$ cat src/rtl/vga_fb_arbiter.sv
// vga_fb_arbiter: single-port framebuffer arbiter with tear-free front/back buffer swap
module vga_fb_arbiter #(
    parameter int ADDR_W = 19,
    parameter int DATA_W = 12
) (
    input  logic              clk,
    input  logic              rst,
    input  logic              vblnk,
    input  logic              rd_req,
    input  logic [ADDR_W-1:0] rd_addr,
    output logic [DATA_W-1:0] rd_data,
    output logic              rd_valid,
    input  logic              wr_req,
    input  logic [ADDR_W-1:0] wr_addr,
    input  logic [DATA_W-1:0] wr_data,
    output logic              wr_ready,
    input  logic              swap_req,
    output logic              swap_pending,
    output logic              swap_done,
    output logic              front_buf,
    output logic              mem_en,
    output logic              mem_we,
    output logic [ADDR_W:0]   mem_addr,
    output logic [DATA_W-1:0] mem_wdata,
    input  logic [DATA_W-1:0] mem_rdata
);
    localparam logic [0:0] S_IDLE = 1'b0;
    localparam logic [0:0] S_PEND = 1'b1;
    logic [0:0]        r_state;
    logic              r_vblnk_q;
    logic              r_front;
    logic              r_swap_done;
    logic              r_rd_p;
    logic              r_rd_valid;
    logic              r_mem_en;
    logic              r_mem_we;
    logic [ADDR_W:0]   r_mem_addr;
    logic [DATA_W-1:0] r_mem_wdata;
    logic              w_edge;
    logic              w_pend;
    logic              w_swap;
    logic              w_rd;
    logic              w_wr;
    // display reads win; writes only in free cycles while no swap is waiting
    always_comb begin
        w_edge = vblnk && !r_vblnk_q;
        w_pend = r_state == S_PEND;
        w_swap = w_edge && (w_pend || swap_req);
        w_rd   = rd_req;
        w_wr   = !rd_req && wr_req && !w_pend;
    end
    // swap scheduler: a request waits for the next vblank rising edge, or swaps at once if it lands on it
    always_ff @(posedge clk) begin
        if (rst) begin
            r_state     <= S_IDLE;
            r_vblnk_q   <= 1'b0;
            r_front     <= 1'b0;
            r_swap_done <= 1'b0;
        end else begin
            r_vblnk_q   <= vblnk;
            r_swap_done <= w_swap;
            r_front     <= r_front ^ w_swap;
            r_state     <= (!w_edge && (w_pend || swap_req)) ? S_PEND : S_IDLE;
        end
    end
    // registered RAM command; buffer bit is frozen at issue so in-flight reads ignore a swap
    always_ff @(posedge clk) begin
        if (rst) begin
            r_mem_en    <= 1'b0;
            r_mem_we    <= 1'b0;
            r_mem_addr  <= '0;
            r_mem_wdata <= '0;
            r_rd_p      <= 1'b0;
            r_rd_valid  <= 1'b0;
        end else begin
            r_mem_en   <= w_rd || w_wr;
            r_mem_we   <= w_wr;
            r_rd_p     <= w_rd;
            r_rd_valid <= r_rd_p;
            if (w_rd) begin
                r_mem_addr <= {r_front, rd_addr};
            end else if (w_wr) begin
                r_mem_addr  <= {~r_front, wr_addr};
                r_mem_wdata <= wr_data;
            end
        end
    end
    assign wr_ready     = !rd_req && !w_pend;
    assign rd_data      = mem_rdata;
    assign rd_valid     = r_rd_valid;
    assign swap_pending = w_pend;
    assign swap_done    = r_swap_done;
    assign front_buf    = r_front;
    assign mem_en       = r_mem_en;
    assign mem_we       = r_mem_we;
    assign mem_addr     = r_mem_addr;
    assign mem_wdata    = r_mem_wdata;
endmodule

$ cat config.mk
export PLATFORM = sky130hd
export DESIGN_NAME = vga_fb_arbiter
export DESIGN_NICKNAME = d
export VERILOG_FILES = /design/src/rtl/vga_fb_arbiter.sv
export SDC_FILE = /design/constraint.sdc
export NUM_CORES = 1
export LEC_CHECK = 0
export ABC_AREA = 1
export BUFFER_PORTS_ARGS = -buffer_cell sky130_fd_sc_hd__buf_2
export CORE_AREA = 2 2 78 57
export CTS_CLUSTER_SIZE = 25
export DETAILED_ROUTE_END_ITERATION = 7
export DIE_AREA = 0 0 80 59
export PLACE_DENSITY = 0.94
export SLEW_MARGIN = 20
export SYNTH_ARGS = -nofsm -noshare
export SYNTH_HDL_FRONTEND = slang
export SYNTH_SLANG_ARGS = --single-unit
$ cat constraint.sdc
create_clock -name clk -period 1.55 [get_ports clk]
set_clock_uncertainty 0.05 [all_clocks]
set_input_delay 0.0775 -clock clk [delete_from_list [all_inputs] [get_ports clk]]
set_output_delay 0.0775 -clock clk [all_outputs]
set_load 0.1 [all_outputs]
==> flow_metrics.tcl <==
set metrics [dict create \
    hpwl_mm 3.046 \
    ir_worst_vdd_mv 0.7709 \
    worst_slew_pin_slew_ns 0.7526 \
    grt_pass1_wl_mm 6.872 \
    mostFrequentLayoutCells "buf_2 (94), nor2_1 (70), nand2_1 (66)" \
    path_delay_family "buffers and inverters" \
    path_depth 2 \
    synth_area_per_cell_um2 6.814 \
    min_period_ns 1.338 \
    htreeDepth 2 \
    dr_total_vias 1776 \
    port_buffers 94 \
    met2_usage_pct 33.10 \
    max_slew_margin_pct 49.77 \
    cp_slowest_cell "buf_2" \
    post-cts-setup-buffers 0 \
    timing.rr.end "mem_wdata[10]" \
    reg2regPathDepth 5 \
    endpoint "wr_ready" \
    drv_slew 0 \
    clk_pin_slew_ns 0.08 \
    netlist-cell-type-count 14 \
    yosys.area_share.simple_pct 30.97 \
    use_met1_pct 21.34 \
    fin_util_pct 58.79 \
    rows 19 \
    die_area_um2 4720 \
    grt_pass1_vias 1641 \
    synth.mux.area_fraction_pct 0 \
    status "finished clean" \
    synth_cells 249 \
    mappedNetlistNets 317 \
    cts_buffer_depth 2 \
    coreArea_um2 3899 \
    synth_area_um2 1697 \
    initial_core_util_pct 43.52 \
    use_met3_pct 5.793 \
    ys_warn_count 0 \
    clkLatencyLatePin_ns 0.28 \
    die_width_um 80 \
    cp-end-kind "primary output" \
    top_usage_layer "met2" \
    leakagePower_uw 0.001250 \
    grt_use_total_pct 18.79 \
    root_buffer "clkbuf_8" \
    grt_max_degree 33 \
    pin_count 119 \
    final_common_cell "buf_2" \
    antenna_found_initial 0 \
    cap_violations 0 \
    synth_top_family_by_area "simple AND/OR/NAND/NOR gates" \
    drtIter0Drc 51 \
    cts_buffers 5 \
    setup_violations 0 \
    syn_to_final_growth_pct 35.10 \
    drive_gt1_share_pct 32.54 \
    p_per_area_nw_per_um2 1268 \
    grt_overflow 0 \
    critPathBufInv 1 \
    cp_cell_sequence "nor2_4, buf_2" \
    clock_sinks 40 \
    synth_fa_ha_area_share_pct 0 \
    worstPathRequired_ns 1.42 \
    rr_startpoint "swap_pending" \
    place_congestion 0.7425 \
    slowest_delay_ns 0.43 \
    wire_per_inst_um 11.16 \
    rsz0062_at_grt "false" \
    max_freq_mhz 747.5 \
    startpoint "swap_pending" \
    cp_max_fo 4 \
    synth-xor-area-share_pct 0 \
    cts_tree "built" \
    avgViaCountPerCell 4.589 \
    synth_seq_area_share_pct 47.20 \
    regToRegSetupSlack_ns 0.27 \
    holdWs_ns 0.01151 \
    yosys_register_bits 40 \
    crit_path_start_kind "register" \
    critPathArrivalTime_ns 1.21 \
    criticalPathCategory "reg2out" \
    drc 0 \
    antenna_cells 0 \
    synth_compound_area_share_pct 10.47 \
    nNetsFinal 402 \
    ant_nets 0 \
    min_period_over_period_pct 86.31 \
    dr.pass1.iters 4 \
    hold_path_class "in2reg" \
    die_h_um 59 \
    wirelength_mm 4.320 \
    finalHoldViolCount 0 \
]
registers in the layout, summed over array words and instances (netlist names):
signal        count
swap_done         1
mem_we            1
swap_pending      1
mem_en            1
front_buf         1
rd_valid          1
mem_wdata        12
mem_addr         20
r_rd_p            1
r_vblnk_q         1
worst min-delay path by stage:
stage	start	end	slack, ns	cells past startpoint
after floorplan	vblnk	r_vblnk_q	0.15	2
after global placement	mem_rdata[10]	rd_data[10]	0.11	0
after detailed placement	mem_rdata[10]	rd_data[10]	0.11	0
after CTS	wr_data[11]	mem_wdata[11]	0.0002	3
after global routing	wr_data[11]	mem_wdata[11]	0.001	3
final	wr_data[11]	mem_wdata[11]	0.01	3
Yosys cell counts:
cell type   n  area [um^2]
buf_1       1        3.750
clkbuf_2    2        10.01
buf_4      13        97.59
nor2_1     70        262.8
dfxtp_1    40        800.8
buf_2       8        40.04
o21ai_0    31        155.2
nand3_1     1        5.000
a21oi_1     3        15.01
clkbuf_1    2        7.510
o21bai_1    1        7.510
nor2_2      1        6.260
nand2_1    67        251.5
inv_1       9        33.78
cells by family after synthesis:
| logic type | Yosys count |
|---|---|
| flip-flops | 40 |
| buffers and inverters | 35 |
| AO/OA/AOI/OAI | 35 |
| AND/OR/NAND/NOR | 139 |
worst reg2reg max path, delay by kind of cell (launching register included):
family	cells	cell delay, ns
buffers and inverters	1	0.33
flip-flops	1	0.37
AND/OR/NAND/NOR	4	0.48
per-stage QoR:
| step | TNS (ns) | worst slack [ns] | power (uW) | cell area (um^2) | cells |
|---|---|---|---|---|---|
| global route | 0 | 0.1297 | 3045 | 2292 | 387 |
| CTS | 0 | 0.2032 | 2937 | 2292 | 387 |
| floorplan | -1.041 | -0.1041 | 2046 | 1708 | 249 |
| finish | 0 | 0.2121 | 2907 | 2292 | 387 |
| detailed placement | 0 | 0.2817 | 2082 | 2111 | 372 |
| global placement | 0 | 0.3234 | 2073 | 2111 | 372 |
report_power, final:
group          leakage (uW)  switching (uW)  internal (uW)  total, uW
sequential         0.000332            37.9           1100       1140
clock             0.0000541             357            476        834
combinational      0.000863             746            185        931
layer usage:
metal | part of all wire, % | vias to the layer above
met5 | 0 | -
met4 | 1.5 | 0
met3 | 7.5 | 9
met2 | 47 | 71
met1 | 44 | 772
li1 | - | 924
area by class of cell:
type | count | area [um^2]
well taps | 52 | 65.06
clock inverters | 3 | 42.54
inverters | 9 | 33.78
multi-input cells | 174 | 714.4
repair buffers | 104 | 563.0
fillers | 366 | 1607
flip-flops and latches | 40 | 804.5
clock buffers | 5 | 68.82
repair_timing:
action	4_1_cts	5_1_grt
endpoints found under the hold margin	7	0
hold buffers	7	0
resized for setup	0	0
Power figures use the tool's default switching activity.
